## src/rtl/axi_mcast_pkg.sv

```systemverilog
// Shared AXI response encodings, B-joiner FSM states and the response severity merge.
package axi_mcast_pkg;

  typedef enum logic [1:0] {
    RESP_OKAY   = 2'b00,
    RESP_EXOKAY = 2'b01,
    RESP_SLVERR = 2'b10,
    RESP_DECERR = 2'b11
  } axi_resp_e;

  typedef enum logic [1:0] {
    IDLE    = 2'b00,
    COLLECT = 2'b01,
    RESP    = 2'b10
  } b_join_state_e;

  // Worst response wins; EXOKAY carries no meaning for a joined multicast write.
  function automatic axi_resp_e merge_resp(input axi_resp_e a, input axi_resp_e b);
    if (a == RESP_DECERR || b == RESP_DECERR) return RESP_DECERR;
    if (a == RESP_SLVERR || b == RESP_SLVERR) return RESP_SLVERR;
    return RESP_OKAY;
  endfunction

endpackage

```

## src/rtl/fifo_v3.sv

```systemverilog
// Generic FIFO: data_o valid the cycle after push (or same cycle with FALL_THROUGH).
// Pushes while full and pops while empty are ignored; no other backpressure.
module fifo_v3 #(
  parameter bit          FALL_THROUGH = 1'b0,
  parameter int unsigned DEPTH        = 8,
  parameter type         dtype        = logic [7:0]
) (
  input  logic clk_i,
  input  logic rst_i,
  output logic full_o,
  output logic empty_o,
  input  dtype data_i,
  input  logic push_i,
  output dtype data_o,
  input  logic pop_i
);

  localparam int unsigned PtrW = (DEPTH > 1) ? $clog2(DEPTH) : 1;
  localparam int unsigned CntW = $clog2(DEPTH + 1);

  dtype            mem_q [DEPTH];
  logic [PtrW-1:0] wr_ptr_q, rd_ptr_q;
  logic [CntW-1:0] cnt_q;
  logic            bypass, do_push, do_pop;

  function automatic logic [PtrW-1:0] ptr_inc(input logic [PtrW-1:0] p);
    return (p == PtrW'(DEPTH - 1)) ? '0 : p + 1'b1;
  endfunction

  // Fall-through bypass: a push into an empty FIFO is visible (and poppable) at once.
  assign bypass  = FALL_THROUGH && (cnt_q == '0) && push_i;
  assign full_o  = (cnt_q == CntW'(DEPTH));
  assign empty_o = (cnt_q == '0) && !bypass;
  assign data_o  = bypass ? data_i : mem_q[rd_ptr_q];
  assign do_push = push_i && !full_o && !(bypass && pop_i);
  assign do_pop  = pop_i && (cnt_q != '0);

  always_ff @(posedge clk_i or posedge rst_i) begin
    if (rst_i) begin
      wr_ptr_q <= '0;
      rd_ptr_q <= '0;
      cnt_q    <= '0;
      for (int i = 0; i < int'(DEPTH); i++) mem_q[i] <= '0;
    end else begin
      if (do_push) begin
        mem_q[wr_ptr_q] <= data_i;
        wr_ptr_q        <= ptr_inc(wr_ptr_q);
      end
      if (do_pop) rd_ptr_q <= ptr_inc(rd_ptr_q);
      if (do_push && !do_pop) cnt_q <= cnt_q + 1'b1;
      else if (!do_push && do_pop) cnt_q <= cnt_q - 1'b1;
    end
  end

endmodule

```

## src/rtl/axi_mcast_b_joiner.sv

```systemverilog
// Joins the B responses of a multicast write into one slave-side B, worst response wins.
// Slave B one cycle after the last port B; port Bs not owed by the head entry are held.
module axi_mcast_b_joiner
  import axi_mcast_pkg::*;
#(
  parameter int unsigned NumMstPorts = 4,
  parameter int unsigned IdWidth     = 4,
  parameter int unsigned ExpDepth    = 4,
  parameter type         id_t        = logic [IdWidth-1:0],
  parameter type         mask_t      = logic [NumMstPorts-1:0]
) (
  input  logic                          clk_i,
  input  logic                          rst_i,
  input  logic                          exp_valid_i,
  output logic                          exp_ready_o,
  input  id_t                           exp_id_i,
  input  mask_t                         exp_mask_i,
  input  logic [NumMstPorts-1:0]        mst_b_valid_i,
  output logic [NumMstPorts-1:0]        mst_b_ready_o,
  input  id_t  [NumMstPorts-1:0]        mst_b_id_i,
  input  logic [NumMstPorts-1:0][1:0]   mst_b_resp_i,
  output logic                          slv_b_valid_o,
  input  logic                          slv_b_ready_i,
  output id_t                           slv_b_id_o,
  output logic [1:0]                    slv_b_resp_o,
  output logic                          merged_pop_o
);

  typedef struct packed {
    id_t   id;
    mask_t mask;
  } exp_t;

  exp_t          fifo_in, fifo_out;
  logic          fifo_full, fifo_empty, fifo_push, fifo_pop;
  b_join_state_e state_q, state_d;
  mask_t         pend_q, pend_d;
  id_t           id_q, id_d;
  axi_resp_e     resp_q, resp_d;

  assign exp_ready_o  = ~fifo_full;
  assign fifo_push    = exp_valid_i & ~fifo_full;
  assign fifo_in.id   = exp_id_i;
  assign fifo_in.mask = exp_mask_i;

  fifo_v3 #(
    .FALL_THROUGH (1'b0),
    .DEPTH        (ExpDepth),
    .dtype        (exp_t)
  ) i_exp_fifo (
    .clk_i   (clk_i),
    .rst_i   (rst_i),
    .full_o  (fifo_full),
    .empty_o (fifo_empty),
    .data_i  (fifo_in),
    .push_i  (fifo_push),
    .data_o  (fifo_out),
    .pop_i   (fifo_pop)
  );

  always_comb begin
    state_d       = state_q;
    pend_d        = pend_q;
    id_d          = id_q;
    resp_d        = resp_q;
    mst_b_ready_o = '0;
    fifo_pop      = 1'b0;
    unique case (state_q)
      IDLE: begin
        if (!fifo_empty) begin
          pend_d = fifo_out.mask;
          id_d   = fifo_out.id;
          // An entry owing no port Bs is answered as a decode error.
          if (fifo_out.mask == '0) begin
            resp_d  = RESP_DECERR;
            state_d = RESP;
          end else begin
            resp_d  = RESP_OKAY;
            state_d = COLLECT;
          end
        end
      end
      COLLECT: begin
        for (int i = 0; i < int'(NumMstPorts); i++) begin
          if (pend_q[i] && mst_b_valid_i[i] && (mst_b_id_i[i] == id_q)) begin
            mst_b_ready_o[i] = 1'b1;
            pend_d[i]        = 1'b0;
            resp_d           = merge_resp(resp_d, axi_resp_e'(mst_b_resp_i[i]));
          end
        end
        if (pend_d == '0) state_d = RESP;
      end
      RESP: begin
        if (slv_b_ready_i) begin
          fifo_pop = 1'b1;
          state_d  = IDLE;
        end
      end
      default: state_d = IDLE;
    endcase
  end

  always_ff @(posedge clk_i or posedge rst_i) begin
    if (rst_i) begin
      state_q <= IDLE;
      pend_q  <= '0;
      id_q    <= '0;
      resp_q  <= RESP_OKAY;
    end else begin
      state_q <= state_d;
      pend_q  <= pend_d;
      id_q    <= id_d;
      resp_q  <= resp_d;
    end
  end

  assign slv_b_valid_o = (state_q == RESP);
  assign slv_b_id_o    = id_q;
  assign slv_b_resp_o  = resp_q;
  assign merged_pop_o  = fifo_pop;

endmodule

```

## config.mk

```make
export PLATFORM = sky130hd
export DESIGN_NAME = axi_mcast_b_joiner
export DESIGN_NICKNAME = d
export VERILOG_FILES = /design/src/rtl/axi_mcast_pkg.sv /design/src/rtl/fifo_v3.sv /design/src/rtl/axi_mcast_b_joiner.sv
export SDC_FILE = /design/constraint.sdc
export NUM_CORES = 1
export LEC_CHECK = 0
export ABC_AREA = 0
export ABC_CLOCK_PERIOD_IN_PS = 2000
export CORE_MARGIN = 2
export CORE_UTILIZATION = 35
export DETAILED_ROUTE_END_ITERATION = 10
export PLACE_DENSITY = 0.62
export SYNTH_ARGS = -nofsm -noshare
export SYNTH_HDL_FRONTEND = slang
export SYNTH_SLANG_ARGS = --single-unit
export TNS_END_PERCENT = 30
```

## constraint.sdc

```tcl
create_clock -name clk_i -period 2 [get_ports clk_i]
set_input_delay 0.6 -clock clk_i [delete_from_list [all_inputs] [get_ports clk_i]]
set_output_delay 0.6 -clock clk_i [all_outputs]
set_load 0.005 [all_outputs]
```

* Yosys cells after proc, flatten, opt, wreduce, memory -nomap -nowiden
Index checks and enable logic that the tools add are counted.
** Cells by class
- $add $sub $neg :: 4
- Multiply operators :: 0
- Divide/modulo/power cells :: 0
- Order comparisons :: 3
- Equal/unequal tests :: 28
- Shift-type cells :: 0
- Multiplexer cells :: 86
- Bitwise gates (word level) :: 5
- Reduce and logical (&&, ||, !) cells :: 34
** Operators with widths (number)
- $mux W2 :: 31
- $mux W1 :: 42
- $eq A2 B2 Y1 const B :: 19
- $bwmux W32 :: 1
- $mux W8 :: 3
- $bmux W8 S2 :: 1
- $demux W8 S2 :: 1
- $eq A4 B4 Y1 :: 4
- $logic_and A1 B1 Y1 :: 13
- $logic_not A4 Y1 :: 2
- $logic_or A1 B1 Y1 :: 8
- $mux W4 :: 2
- $pmux W4 S2 :: 1
- $ge A3 B3 Y1 const B :: 2
- $mux W3 :: 2
- $not A2 Y3 :: 2
- $pmux W2 S3 :: 1
- $add A2 B1 Y2 const B :: 2
- $ne A2 B2 Y1 const B :: 2
- $pmux W2 S2 :: 1
- $reduce_and A2 Y1 :: 2
- $reduce_bool A2 Y1 :: 2
- $add A3 B1 Y3 const B :: 1
- $eq A3 B3 Y1 const B :: 1
- 11 further kinds :: 14
** Word-level totals
- Flip-flop bits (word level) :: 51
- Latch bits :: 0
- RAM bits :: 0
- ROM bits :: 0
- Bits of input ports :: 40
- Output and inout bits :: 13
- Word-level logic and storage cells :: 175
- Memories kept :: 0

* Depth between registers and ports, before layout
- Depth in word-level cells :: 48
- Gate-level depth with buffers :: 10
- Mapped depth without buffers :: 9

* Modules after synthesis
From an unflattened synthesis, not the netlist that was laid out.
** Unflattened totals
- Cell total of the unflattened synthesis :: 230
- Area, all modules :: 2770.2 um^2
** Modules (own cells, without submodules)
- fifo_v3 :: times used 1, cells each 115, area each 1805.5 um^2, sequential area each 975.9 um^2
- axi_mcast_b_joiner :: times used 1, cells each 115, area each 964.7 um^2, sequential area each 300.3 um^2

* Least setup slack after synthesis
No wires, ideal clock.
- Path kind :: flip-flop to flip-flop
- From :: register i_exp_fifo.cnt_q[0]
- To :: register i_exp_fifo.cnt_q[2]
- Setup time :: 0.079 ns
- Arrival time :: 2.008 ns
- Required time :: 1.921 ns
- Path slack :: -0.087 ns
- Cell stages (with the launch flop) :: 10
- Buffers on the path :: 0
- Clock period less this slack :: 2.087 ns
- Cells stage by stage :: dfrtp_1 or3_1 and3_1 inv_1 ha_1 inv_1 fa_1 xor2_1 nor2_1 xor2_1
** On the way
- Longest elaborated chain between the ends :: 7
- Elaborated cells on any way between the ends :: 16
- Those cells by class :: add/sub (2); eq/ne (1); mux (2); bitwise (2); reduce/logical (9)
** Ends and longest elaborated chain
- from (decl) :: RTL line fifo_v3.sv:23 : logic [CntW-1:0] cnt_q;
- from (signal assigned) :: RTL line fifo_v3.sv:50 : if (do_push && !do_pop) cnt_q <= cnt_q + 1'b1;
- from (signal assigned) :: RTL line fifo_v3.sv:51 : else if (!do_push && do_pop) cnt_q <= cnt_q - 1'b1;
- $eq A3 B3 Y1 :: RTL line fifo_v3.sv:32 : assign full_o = (cnt_q == CntW'(DEPTH));
- $not A1 Y1 :: RTL line axi_mcast_b_joiner.sv:42 : assign fifo_push = exp_valid_i & ~fifo_full;
- $and A1 B1 Y1 :: RTL line axi_mcast_b_joiner.sv:42
- $logic_and A1 B1 Y1 :: RTL line fifo_v3.sv:35 : assign do_push = push_i && !full_o && !(bypass && pop_i);
- $logic_not A1 Y1 :: RTL line fifo_v3.sv:51
- $logic_and A1 B1 Y1 :: RTL line fifo_v3.sv:51
- $reduce_bool A2 Y1 (no line)
Parallel ways exist; a longest one is shown, timed or not. The select of a mux whose other input is x is not followed.
A chain may end at the register's enable or synchronous reset.

* Worst setup path in the final report
- From :: register id_q, in the netlist slv_b_id_o[2]
- To :: output mst_b_ready_o[0]
** On the way
- Longest elaborated chain between the ends :: 4
** Ends and longest elaborated chain
- from (decl) :: RTL line axi_mcast_b_joiner.sv:38 : id_t id_q, id_d;
- from (signal assigned) :: RTL line axi_mcast_b_joiner.sv:112 : id_q <= id_d;
- $eq A4 B4 Y1 :: RTL line axi_mcast_b_joiner.sv:85 : if (pend_q[i] && mst_b_valid_i[i] && (mst_b_id_i[i] == id_q)) begin
- $logic_and A1 B1 Y1 :: RTL line axi_mcast_b_joiner.sv:85
- $mux W1 :: RTL line axi_mcast_b_joiner.sv:85
- $mux W4 :: RTL line axi_mcast_b_joiner.sv:68 : unique case (state_q)
- to (decl) :: RTL line axi_mcast_b_joiner.sv:19 : output logic [NumMstPorts-1:0] mst_b_ready_o,
No other way between the ends.

==> summary.txt <==
Global routing
  – Number of antenna violations at the first check in global routing: 0
  – Vias in the first global route: about 2100
  – Residual overflow from global routing: 0
  – Largest net degree at the start of global routing: 52
  – Met2 track utilization from global routing: about a quarter
  – Met1 GRT Util: approximately 20%
  – First-pass GRT wire length: 10300 um
  – Aggregate global-route resource usage: around 15%
  – GRT met3 Usage: 3.58%
  – Most congested layer reported by global routing: met2

Timing
  – Transition time at the pin with the least slew margin: 0.375 ns
  – Final clock skew: around 0.005 ns
  – Max-slew violations: 0
  – Crit share post-route: 112%
  – Minimum clock period after layout: roughly 2.2 ns
  – Hold Vio Cnt, Final: 0
  – Total Neg Setup Slack: -1.28 ns
  – Unrepaired setup endpoints after global routing: true
  – Max_slew headroom: about 75%
  – Fmax: 0.445 GHz
  – Final Setup Violations: 8
  – Hold WS: 0.497 ns
  – Minimum setup slack in the final design: -0.249 ns

Clocking
  – CTS tree: built
  – Clock tree buffer depth: 2
  – Sinks on Clock Net: 51
  – Clk Tree Root Cell: clkbuf_8
  – CTS Buf Count: 5
  – CTS clock-pin slew for the worst setup and hold paths: about 0.1 ns
  – Post-CTS Hold Fix Bufs: 0
  – Clock latency reported for the late side of the worst-skew pair: around 0.31 ns
  – Depth of the CTS H-tree: 2

Placed design
  – Dpl ws: -0.979 ns
  – GP Congestion: approximately 0.8
  – Total half-perimeter wirelength after legalization and detailed placement: about 4600 um
  – Port-buffer cells: between 50 and 60

Route
  – First-pass detailed-route iteration total: 4
  – Aggregate routed wire length: between 6000 and 7000 um
  – Vias after detailed routing: roughly 2100
  – # DRC: 0
  – Number of design-rule violations left by the first detailed-router iteration: 60
  – Final antenna-violating net count: 0
  – Via density per instance: 4.82
  – Routed length per placed instance: 14.3 um

Worst hold path
  – Start point of the worst hold path: i_exp_fifo.mem_q[6]
  – Min-Delay Path Depth: 1
  – Worst Hold End: i_exp_fifo.mem_q[6]
  – Worst hold path type: flip-flop to flip-flop

Layout
  – Nets: around 380
  – Antenna diodes: 0
  – Fraction of layout cells with a size suffix above 1: between 30% and 40%
  – Post-Route Utilization: a little over half
  – Area growth, synth to finish: 46.5%

Run status
  – Result of the run: finished with violations
  – Violated checks: negative setup slack

Synth
  – Synthesized net count: ~270
  – Mean instance size in the synthesized netlist: ~12 um^2
  – Post-Syn Area: roughly 2700 um^2
  – Cells after synthesis: between 200 and 250
  – Most common cell in the synthesized netlist: dfrtp_1
  – Async set-or-reset flop fraction in the synthesized netlist: 100%
  – Top cell type's share of synthesized area: a little under half
  – Cell type with the largest total area after synthesis: dfrtp_1
  – Top cells by count, synth: dfrtp_1 (51), mux2_1 (34), nor2_1 (13), inv_1 (12), xor2_1 (12)
  – Share of the yosys chip area belonging to registers: 46.7%
  – Distinct cell type count of the synthesized netlist: 41
  – Post-synthesis register bit count: between 50 and 60
  – Ys Warns: 0
  – Cell types with the largest area share after synthesis: dfrtp_1 (47%), mux2_1 (14%), mux4_1 (3.8%)
  – Number of enable-type register cells in the synthesized netlist: 0
  – Post-synth top flop: dfrtp_1

Power and ir drop
  – Power per cell area: between 1000 and 1500 nW/um^2
  – VDD IR max: about 0.67 mV
  – Reported leakage power: about 0.0018 uW

Worst setup path
  – Arrival time at the worst endpoint: 1.65 ns
  – Worst path cell trace: buf_4, xor2_1, nor3_2, nand4_1, nor2_1, buf_2
  – Critical path startpoint category: flip-flop
  – Worst path max stage delay: 0.43 ns
  – Element type at the critical path end: primary output
  – Cells on worst reg2reg path: 13
  – Buffers & Inverters on Critical Path: 2
  – Worst setup path class: flip-flop to primary output
  – Startpoint of the lowest-slack register-to-register path: slv_b_id_o[1]
  – Setup slack of the worst register-to-register path: -0.16 ns
  – Standard cell with the maximum stage delay on the critical path: dfrtp_1
  – Highest net fanout along the worst path: 4
  – Endpoint required time on the critical path: about 1.4 ns
  – CP delay by family, top: simple AND/OR/NAND/NOR gates
  – Endpoint of the most critical register-to-register path: slv_b_resp_o[0]

Floorplan
  – Die X-Extent: 92.3 um
  – Placeable core region: between 7000 and 8000 um^2
  – Number of top-level pins: 53
  – Die extent in y: slightly above 90 um
  – Starting Density: between 30% and 40%
  – Die area: between 8000 and 9000 um^2
  – Row count: 32

Flow run
  – Number of violations of the max-capacitance limit: 0
## worst max-delay path by stage
stage	cells after the start	start	to
2_1_floorplan	9	i_exp_fifo.cnt_q[0]	i_exp_fifo.cnt_q[2]
6_report	6	slv_b_id_o[2]	mst_b_ready_o[0]
5_1_grt	6	slv_b_id_o[2]	mst_b_ready_o[0]
4_1_cts	6	slv_b_id_o[3]	mst_b_ready_o[3]
3_3_place_gp	6	mst_b_id_i[5]	mst_b_ready_o[1]
3_5_place_dp	6	mst_b_id_i[7]	mst_b_ready_o[1]
## cells in the final DEF (no fill, tap or decap), types with 3 or more instances in the layout
cell	count
clkdlybuf4s50_1	27
dlygate4sd2_1	16
mux4_1	4
mux4_2	4
ha_1	5
nand2_1	10
clkbuf_8	5
dfrtp_2	4
o22ai_1	4
nor2_1	11
buf_12	3
buf_4	42
a22oi_1	4
inv_1	9
o21ai_1	3
mux2_2	5
dfrtp_1	47
nor3_1	3
mux2_1	34
xor2_1	11
xnor2_1	6
a21oi_1	5
buf_6	15
buf_2	4
clkdlybuf4s15_1	3
## what timing repair did
item,CTS,global route
pin swaps,24,9
gates cloned,0,0
setup buffers,15,2
resized for setup,59,13
setup endpoints to repair,16,15
## worst reg2reg max path: stages, from the launching register on
cell and delay [ns]:
dfrtp_2 0.47, xnor2_1 0.15, nand3_1 0.13, buf_4 0.16
buf_6 0.11, buf_6 0.10, buf_6 0.10, buf_6 0.10
buf_6 0.10, buf_6 0.11, nor3_4 0.14, and3_1 0.19
a211oi_2 0.05, o221ai_1 0.18
## metal layers
metal  share of wire, %  vias up
li1                   -     1020
met1                 46     1023
met2                 49       43
met3                3.9        4
met4               0.71        0
met5                  0        -
## layout make-up
class | instances | area (um^2)
Clock buffer | 5 | 68.8
Clock inverter | 3 | 31.3
Fill cell | 687 | 3650
Inverter | 12 | 47.5
Multi-Input combinational cell | 151 | 1440
Sequential cell | 51 | 1280
Tap cell | 102 | 128
Timing Repair Buffer | 110 | 1000
## through the flow
| step | instances | power [uW] | cell area [um^2] |
|---|---|---|---|
| CTS | 432 | 5600 | 3940 |
| global route | 434 | 6120 | 4000 |
| global placement | 411 | 4610 | 3690 |
| finish | 434 | 5650 | 4000 |
| floorplan | 224 | 3600 | 2750 |
| detailed placement | 411 | 4700 | 3690 |
## logic make-up after synthesis
group,count (synthesis),share of synthesized area (%)
AO/OA/AOI/OAI,29,7.33
XOR/XNOR,19,6.09
adder cells (fa/ha/maj),7,3.48
buffers and inverters,22,4.03
flip-flops,51,46.7
multiplexers,47,23.2
AND/OR/NAND/NOR,49,9.12
## report_power, final
group / leakage [uW] / switching (uW) / internal, uW
registers: 0.000610 / 379 / 1560
clock network: 0.0000526 / 392 / 269
logic: 0.00112 / 1190 / 1860
total: 0.00178 / 1960 / 3690
## registers in the layout, indices dropped and copies added, names as in the netlist
name and flops:
i_exp_fifo.cnt_q 3, slv_b_id_o 4, i_exp_fifo.mem_q 32, state_q 2, slv_b_resp_o 2, i_exp_fifo.rd_ptr_q 2, i_exp_fifo.wr_ptr_q 2, pend_q 4
No activity file was read; power rests on OpenSTA's default activity.
